`src/rtl/mem_ctrl_pkg.sv`:
```
// Shared types and constants for the byte-to-word memory controller.
package mem_ctrl_pkg;

    typedef enum logic [1:0] {
        IDLE = 2'd0,
        REQ  = 2'd1,
        DONE = 2'd2
    } state_t;

    localparam logic [1:0] BE_LO = 2'b01;
    localparam logic [1:0] BE_HI = 2'b10;

endpackage

```
`src/rtl/mem_ctrl.sv`:
```
// Bridges the core's byte-wide bus to a handshaked 16-bit SRAM port,
// with a one-word read buffer that serves the sibling byte without a memory cycle.
module mem_ctrl
    import mem_ctrl_pkg::*;
#(
    parameter int unsigned ADDR_W = 20,
    parameter bit          BUF_EN = 1'b1
) (
    input  logic              clock,
    input  logic              reset,
    input  logic [ADDR_W-1:0] address,
    input  logic [7:0]        cpu_out,
    input  logic              we,
    output logic [7:0]        cpu_in,
    output logic              ce,
    output logic [ADDR_W-2:0] sram_addr,
    output logic [15:0]       sram_dout,
    output logic [1:0]        sram_be,
    output logic              sram_we,
    output logic              sram_req,
    input  logic [15:0]       sram_din,
    input  logic              sram_ack
);

    localparam int unsigned WA_W = ADDR_W - 1;

    state_t          state;
    logic [15:0]     rd_buf;
    logic [WA_W-1:0] buf_tag;
    logic            buf_v;
    logic            hit;

    assign hit    = BUF_EN && buf_v && (buf_tag == address[ADDR_W-1:1]);
    assign cpu_in = address[0] ? rd_buf[15:8] : rd_buf[7:0];
    assign ce     = ((state == IDLE) && !we && hit) || (state == DONE);

    // The latched request lives in the sram_* registers for the whole REQ interval.
    always_ff @(posedge clock or posedge reset) begin
        if (reset) begin
            state     <= IDLE;
            rd_buf    <= 16'h0000;
            buf_tag   <= '0;
            buf_v     <= 1'b0;
            sram_req  <= 1'b0;
            sram_we   <= 1'b0;
            sram_be   <= 2'b00;
            sram_addr <= '0;
            sram_dout <= 16'h0000;
        end else begin
            case (state)
                IDLE: begin
                    if (we || !hit) begin
                        sram_addr <= address[ADDR_W-1:1];
                        sram_be   <= address[0] ? BE_HI : BE_LO;
                        sram_dout <= {cpu_out, cpu_out};
                        sram_we   <= we;
                        sram_req  <= 1'b1;
                        state     <= REQ;
                    end
                end
                REQ: begin
                    if (sram_ack) begin
                        sram_req <= 1'b0;
                        state    <= DONE;
                        if (!sram_we) begin
                            rd_buf  <= sram_din;
                            buf_tag <= sram_addr;
                            buf_v   <= 1'b1;
                        end else if (buf_v && (buf_tag == sram_addr)) begin
                            // Write-through keeps the buffered copy coherent byte by byte.
                            if (sram_be[0]) rd_buf[7:0]  <= sram_dout[7:0];
                            if (sram_be[1]) rd_buf[15:8] <= sram_dout[15:8];
                        end
                    end
                end
                DONE: begin
                    state <= IDLE;
                end
                default: begin
                    state <= IDLE;
                end
            endcase
        end
    end

endmodule

```
`config.mk`:
```
export PLATFORM = sky130hd
export DESIGN_NAME = mem_ctrl
export DESIGN_NICKNAME = d
export VERILOG_FILES = /design/src/rtl/mem_ctrl_pkg.sv /design/src/rtl/mem_ctrl.sv
export SDC_FILE = /design/constraint.sdc
export NUM_CORES = 1
export LEC_CHECK = 0
export CAP_MARGIN = 20
export CORE_UTILIZATION = 43
export DETAILED_ROUTE_END_ITERATION = 10
export PLACE_DENSITY = 0.84
export SLEW_MARGIN = 30
export SYNTH_ARGS = -nofsm -noshare
export SYNTH_HDL_FRONTEND = slang
export SYNTH_SLANG_ARGS = --single-unit
```
`constraint.sdc`:
```
create_clock -name clock -period 2.2 [get_ports clock]
set_input_delay 0.44 -clock clock [delete_from_list [all_inputs] [get_ports clock]]
set_output_delay 0.44 -clock clock [all_outputs]
set_load 0.005 [all_outputs]
```
Yosys cells after proc, flatten, opt, wreduce, memory -nomap -nowiden --
Index checks and enable logic that the tools add are counted.
Word-level totals: output and inout port bits 48, input bits 48, register bits after elaboration 77, word-level logic and storage cells 48
Operators by class: equality and inequality tests 9, reductions and logical operators 16, bitwise operators 1, muxes and demuxes 12
Operator list (number):
- equality test 19 bit | 2
- 2-to-1 mux 16 bit | 2
- 2-to-1 mux 8 bit | 3
- AND reduction 4 bit | 2
- 2-to-1 mux 2 bit | 3
- inequality test 2 bit, second input constant | 3
- AND reduction 3 bit | 2
- logical AND 1 bit | 4
- inequality test 2 x 1 -> 1 bit, second input constant | 2
- one-hot mux 2 bit (2 select lines) | 1
- AND reduction 2 bit | 2
- equality test 2 x 1 -> 1 bit, second input constant | 1
- equality test 2 bit, second input constant | 1
- logical NOT 1 bit | 2
- logical NOT 2 bit | 1
- logical OR 1 bit | 2
- 2-to-1 mux 1 bit | 2
- one-hot mux 1 bit (2 select lines) | 1
- nonzero test 2 bit | 1
- inverter 1 bit | 1

Depth between registers and ports, before layout --
Gate-level depths: netlist of the first run.
depth after elaboration 6, depth in mapped cells 7, gate-level depth less buffers 6

Least setup slack after synthesis of the first run --
OpenSTA, ideal clock, no wires.
path type input to register, start point input port address[17], end point register sram_addr[0], setup slack 418 ps, stages 7, setup time 125 ps, path buffers 1, arrival 1657 ps, cells stage by stage xor2_1 > nor4_1 > nand4_1 > nor2_2 > nor3_2 > buf_6 > mux2_4
Between the ends: word-level cells in the longest chain between the ends 5
RTL lines:
- from (decl) | RTL line mem_ctrl.sv:11 | input logic [ADDR_W-1:0] address,
- equality test 19 bit | RTL line mem_ctrl.sv:33 | assign hit = BUF_EN && buf_v && (buf_tag == address[ADDR_W-1:1]);
- logical AND 1 bit | RTL line mem_ctrl.sv:33
- logical NOT 1 bit | RTL line mem_ctrl.sv:52 | if (we || !hit) begin
- logical OR 1 bit | RTL line mem_ctrl.sv:52
- AND reduction 2 bit (no line)
- to (signal assigned) | RTL line mem_ctrl.sv:53 | sram_addr <= address[ADDR_W-1:1];
- to (decl) | RTL line mem_ctrl.sv:16 | output logic [ADDR_W-2:0] sram_addr,
Every way passes these cells. A chain may end at the register's enable or synchronous reset.

Worst setup path after layout of the first run --
start point register buf_tag[16], end point output port ce
Between the ends: word-level cells in the longest chain between the ends 4
RTL lines:
- from (decl) | RTL line mem_ctrl.sv:29 | logic [WA_W-1:0] buf_tag;
- from (signal assigned) | RTL line mem_ctrl.sv:67 | buf_tag <= sram_addr;
- equality test 19 bit | RTL line mem_ctrl.sv:33
- logical AND 1 bit | RTL line mem_ctrl.sv:33
- logical AND 1 bit | RTL line mem_ctrl.sv:35 | assign ce = ((state == IDLE) && !we && hit) || (state == DONE);
- logical OR 1 bit | RTL line mem_ctrl.sv:35
- to (decl) | RTL line mem_ctrl.sv:15 | output logic ce,
Every way passes these cells.

==> flow_summary.toml, run 1 <==
[final_layout]
nFillCells = 597
fin_nets = 478
multiInputGateArea_um2 = 1620
area_growth_pct = 47.4
diodes = 0
seqCellArea_um2 = 1730
final_cells = 537
final_layout_size_suffix_gt1_share_pct = 28.0

[yosys]
synth.net_count = 343
syn-instance-count = 295
synth_edf_count = 0
synthArstFlopShare_pct = 100
ys.flop_type = "dfrtp_1"
ys.warnings.count = 0
yosysSeqAreaShare_pct = 50.0
yosysTopAreaCell = "dfrtp_1"
synth_cell_types = 28
ys_ff_latch = 69
syn_area_per_cell_um2 = 11.7
synth.most_common_cell = "dfrtp_1"
yosysTopAreaCellShare_pct = 50.0
syn_area_um2 = 3450
yosys-top-cells-count = "69 x dfrtp_1, 58 x nand2_1, 28 x mux2_4"
synthTopCellsByArea = "dfrtp_1 50%, mux2_4 12%, nand2_1 6.3%"

[sta]
worstMarginPinSlew_ps = 501
finalClockSkew_ps = 8.11
slew-limit-headroom_pct = 66.6
min_period_ps = 2420
holdWs_ps = 437
hold_viol_final = 0
slew_viol_final = 0
setup_violations = 2
worst_slack_ps = -218
period_share_pct = 110
setup_tns_ps = -355
rsz0062_at_grt = "true"
fmax_ghz = 0.414

[clock_tree]
clk_latency_ps = 340
clockBufferDepth = 2
cts_buffers = 9
cts_hold_repair.buffers = 0
htree_num_levels = 3
root_buffer = "clkbuf_8"
cts_sinks = 69
cts_tree = "yes"
clkTransAtPathRegs_ps = 80

[setup_path]
rr_worst_depth = 12
r2r_start = "buf_tag[16]$_DFFE_PP0P_"
cp_data_required_time_ps = 1760
cp-start-kind = "flop"
r2r_slack_ps = -140
crit_type = "flop to output pin"
cp.arrival_ps = 1980
cp_max_fo = 2
end_kind = "output pin"
r2r-end = "state[0]$_DFFE_PP0P_"

[global_route]
met2_usage_pct = 39.2
grt_remaining_overflow = 0
met1_usage_pct = 26.4
grt_busiest_layer = "met2"
grt_pass1_vias = 3032
grtUsageMet3_pct = 4.73
grt_max_degree = 34
grt_pass1_wl_mm = 14.5
track_usage_pct = 22.5
antenna_found_initial = 0

[detailed_routing]
wl_per_cell_um = 16.4
firstDrtPassIters = 5
drt_iter0_drc = 113
drcViolationCount = 0
ant_nets = 0
drt-total-wl_mm = 8.80
vias_per_cell = 5.21
route.vias.total = 2796

[floorplanning]
die_x_um = 91.6
ios = 96
fp.dieH_um = 91.6
core_um2 = 7770
rows = 32
start_util_pct = 44.5
dieArea_um2 = 8400

[status]
violations = "negative setup slack"
run_status = "finished with violations"

[pwr]
power_mw = 6.21
p_leak_nw = 2.28
pwr_density_cell_nw_per_um2 = 1220
ir_drop_uv = 574

[min_path]
hold_path_class = "input pin to asynchronous set/reset pin"

[placement]
gp_congestion = 0.826
placed_cells = 508
hpwl_mm = 6.32
numPortBuffers = 95

[job]
cap_violations = 0
==> power by group <==
| group | switching [mW] | internal, mW |
|---|---|---|
| sequential | 0.521 | 1.80 |
| combinational | 0.965 | 1.76 |
| clock | 0.494 | 0.674 |
| total | 1.98 | 4.23 |
==> flip-flops by register name, indices dropped and copies added (netlist names), 2 cells and up <==
register	count
sram_be	2
buf_tag	19
sram_dout	8
rd_buf	16
state	2
sram_addr	19
==> cell families after synthesis <==
family / Yosys count / synth area share [%]
AOI/OAI and AO/OA: 24 / 6.23
muxes: 42 / 16.6
and+or+nand+nor: 99 / 13.5
DFF: 69 / 50.0
xor gates and xnor gates: 38 / 9.63
buffers and inverters: 23 / 4.06
==> cells in the final DEF (no fill, tap or decap), types with 5 or more instances in the layout <==
master	synthesis	routed
clkdlybuf4s50_1	0	78
dfrtp_1	69	69
nand2_1	58	58
buf_4	8	35
mux2_4	28	28
xnor2_1	21	21
xor2_1	17	16
dlygate4sd2_1	0	16
or3_1	15	15
o221a_2	12	12
clkbuf_8	0	10
mux2_2	9	9
nand4_1	8	8
buf_6	3	8
mux2i_1	5	5
buf_12	0	5
==> through the flow <==
stage | util, % | instance area, µm² | worst slack, ps
2_1_floorplan | - | 3450 | 20.1
3_3_place_gp | 61.0 | 4740 | -702
3_5_place_dp | 61.0 | 4740 | -714
4_1_cts | 65.4 | 5080 | -200
5_1_grt | 65.5 | 5090 | -325
6_report | 65.5 | 5090 | -218
==> timing repair <==
| item | in CTS | in global routing |
|---|---|---|
| setup endpoints to repair | 40 | 37 |
| pin swaps | 11 | 3 |
| buffers inserted | 14 | 1 |
| resized for setup | 31 | 1 |
==> worst max-delay path, stage by stage (launching register included) <==
cell,delay [ps]
dfrtp_1,400
xor2_1,150
nor4_2,320
nand4_1,190
buf_4,180
nor2_4,80
nor2_1,50
nor2_1,130
buf_2,130
==> worst max path at each step <==
stage / to / cells past startpoint / slack [ps] / start
detailed placement: ce / 8 / -710 / address[17]
global placement: ce / 8 / -700 / address[17]
floorplan: buf_tag[0]$_DFFE_PP0P_ / 1 / 20 / reset
global route: ce / 8 / -320 / buf_tag[16]$_DFFE_PP0P_
CTS: ce / 8 / -200 / buf_tag[1]$_DFFE_PP0P_
finish: ce / 8 / -220 / buf_tag[16]$_DFFE_PP0P_
==> cell type report <==
class,count,area share (%)
Multi-Input combinational cell,203,31.8
Inverter,4,0.295
Sequential cell,69,33.9
Timing Repair Buffer,143,27.1
Tap cell,102,2.51
Clock inverter,5,1.62
Clock buffer,11,2.78
==> routing by layer <==
layer,vias to the layer above,part of all wire (%)
li1,1293,-
met1,1369,40
met2,109,50
met3,25,6.0
met4,0,3.0
met5,-,0
Note: power is estimated with default switching activity, not from simulation.
==> run 2: changes to the inputs <==
--- a/config.mk
+++ b/config.mk
@@ -8,6 +8,7 @@
 export CAP_MARGIN = 20
 export CORE_UTILIZATION = 43
 export DETAILED_ROUTE_END_ITERATION = 10
+export GPL_ROUTABILITY_DRIVEN = 0
 export PLACE_DENSITY = 0.84
 export SLEW_MARGIN = 30
 export SYNTH_ARGS = -nofsm -noshare
==> results of run 2 <==
The final DEF is identical to that of run 1; final timing and power are the same.
==> run 3: changes to the inputs <==
--- a/config.mk
+++ b/config.mk
@@ -6,10 +6,12 @@
 export NUM_CORES = 1
 export LEC_CHECK = 0
 export CAP_MARGIN = 20
-export CORE_UTILIZATION = 43
+export CORE_UTILIZATION = 57
+export CTS_CLUSTER_SIZE = 14
 export DETAILED_ROUTE_END_ITERATION = 10
+export DONT_BUFFER_PORTS = 1
 export GPL_ROUTABILITY_DRIVEN = 0
-export PLACE_DENSITY = 0.84
+export PLACE_DENSITY = 0.83
 export SLEW_MARGIN = 30
 export SYNTH_ARGS = -nofsm -noshare
 export SYNTH_HDL_FRONTEND = slang
==> run 3 against run 2 <==
Compared with the run above:
- the flow still finishes with violations (negative setup slack)
- count of clock-buffer cells in the layout is 1 lower
- non-clock buffer count decreased by 129
- clock skew increased by 1.6 ps
- final area shrank 25%
- die area is 24% lower
- register-to-register slack improved by 200 ps
- hold slack worse by 410 ps
- global-route usage increased by 3.8 points
- final cell count is 30% lower
- critical path type unchanged
- largest cell class unchanged
==> flow_summary.toml, run 3 (synthesis gave the netlist of run 1 again) <==
[final_layout]
area_growth_pct = 10.5
fin_nets = 349
final_common_cell = "dfrtp_1"
final_area_um2 = 3820
top_regs = "buf_tag: 19 flops, sram_addr: 19 flops, rd_buf: 16 flops"
utilization_pct = 67.2
final_layout_size_suffix_gt1_share_pct = 29.1
final_cell_mix = "69 x dfrtp_1, 58 x nand2_1, 28 x mux2_4, 20 x xnor2_1, 17 x xor2_1"
diodes = 0
nFillCells = 445

[global_route]
grt_pass1_vias = 2384
antenna_found_initial = 0
track_usage_pct = 26.3
grt_max_degree = 70
grt_remaining_overflow = 0
grt_pass1_wl_mm = 12.2

[floorplanning]
ios = 96
dieArea_um2 = 6380
die_x_um = 79.9
start_util_pct = 60.9
fp.dieH_um = 79.9
core_um2 = 5680
rows = 27

[clock_tree]
clk_latency_ps = 350
cts_sinks = 69
cts_hold_repair.buffers = 0
clockBufferDepth = 2
root_buffer = "clkbuf_8"
htree_num_levels = 3
cts_buffers = 9
cts_tree = "yes"
clkTransAtPathRegs_ps = 80

[detailed_routing]
wl_per_cell_um = 21.2
vias_per_cell = 6.15
drcViolationCount = 0
ant_nets = 0
drt-total-wl_mm = 8.03
drt_iter0_drc = 131
route.vias.total = 2323
firstDrtPassIters = 4

[pwr]
ir_drop_uv = 690
pwr_density_cell_nw_per_um2 = 1380
power_mw = 5.26
p_leak_nw = 1.70

[setup_path]
cp.arrival_ps = 1790
end_kind = "output pin"
r2r_slack_ps = 60
cp_data_required_time_ps = 1760
r2r-end = "rd_buf[14]$_DFFE_PP0P_"
crit_type = "flop to output pin"
rr_worst_depth = 7
r2r_start = "buf_tag[2]$_DFFE_PP0P_"
cp-start-kind = "flop"
cp_max_fo = 3

[sta]
rsz0062_at_grt = "true"
min_period_ps = 2230
setup_violations = 1
finalClockSkew_ps = 9.71
slew-limit-headroom_pct = 75.2
setup_tns_ps = -30.3
worst_slack_ps = -30.3
worstMarginPinSlew_ps = 372
fmax_ghz = 0.448
hold_viol_final = 0
slew_viol_final = 0
period_share_pct = 101

[placement]
placed_area_um2 = 3540
numPortBuffers = 0
hpwl_mm = 5.49
post-place-ws_ps = 2.16

[status]
run_status = "finished with violations"
violations = "negative setup slack"

[min_path]
hold_path_class = "input pin to asynchronous set/reset pin"

[job]
cap_violations = 0
[run 3: area by class of cell]
cell class | count | area (µm²) | area share (%)
clock inverters | 6 | 87.6 | 2.30
inverters | 4 | 15.0 | 0.393
multi-input cells | 203 | 1630 | 42.6
well taps | 72 | 90.1 | 2.36
repair buffers | 14 | 143 | 3.74
flip-flops and latches | 69 | 1730 | 45.2
clock buffers | 10 | 128 | 3.34
[run 3: worst max path at each step]
stage	from	slack, ps	cells past startpoint	endpoint
final	buf_tag[15]$_DFFE_PP0P_	-30	6	ce
after global routing	buf_tag[15]$_DFFE_PP0P_	-100	6	ce
after CTS	buf_tag[10]$_DFFE_PP0P_	-90	6	ce
after detailed placement	address[16]	2	7	sram_addr[14]$_DFFE_PP0P_
after global placement	address[15]	50	7	sram_addr[14]$_DFFE_PP0P_
after floorplan	reset	20	1	buf_tag[0]$_DFFE_PP0P_
[run 3: power breakdown]
group          total [mW]  internal, mW  leakage (nW)  switching [mW]
Sequential           2.44          1.80         0.811           0.643
Clock                1.12         0.636        0.0985           0.489
Combinational        1.70         0.976         0.788           0.724
Total                5.26          3.41          1.70            1.85
[run 3: per-stage QoR]
step | hold slack, ps | std cells
3_3_place_gp | 429 | 358
5_1_grt | 56.1 | 378
3_5_place_dp | 436 | 358
6_report | 26.9 | 378
4_1_cts | 57.3 | 376
2_1_floorplan | 448 | 295
[run 3: layer usage]
metal | global-route usage, % | vias up | part of all wire (%)
met4 | 10.2 | 0 | 1.6
li1 | - | 1029 | -
met5 | 0 | - | 0
met2 | 44.8 | 109 | 51
met1 | 30.2 | 1167 | 39
met3 | 9.26 | 18 | 9.0
[run 3: critical path, cell delays in order (launching register included)]
cell     delay (ps)
dfrtp_1         420
xor2_1          170
nor4_2          340
nand3_1         160
nor2_2          150
nor2_1           60
nor2_2          140
[run 3: repair_timing]
action,4_1_cts,5_1_grt
endpoints found under the setup margin,1,13
gates resized for setup,3,3
setup buffers,2,2
pin swaps,3,4
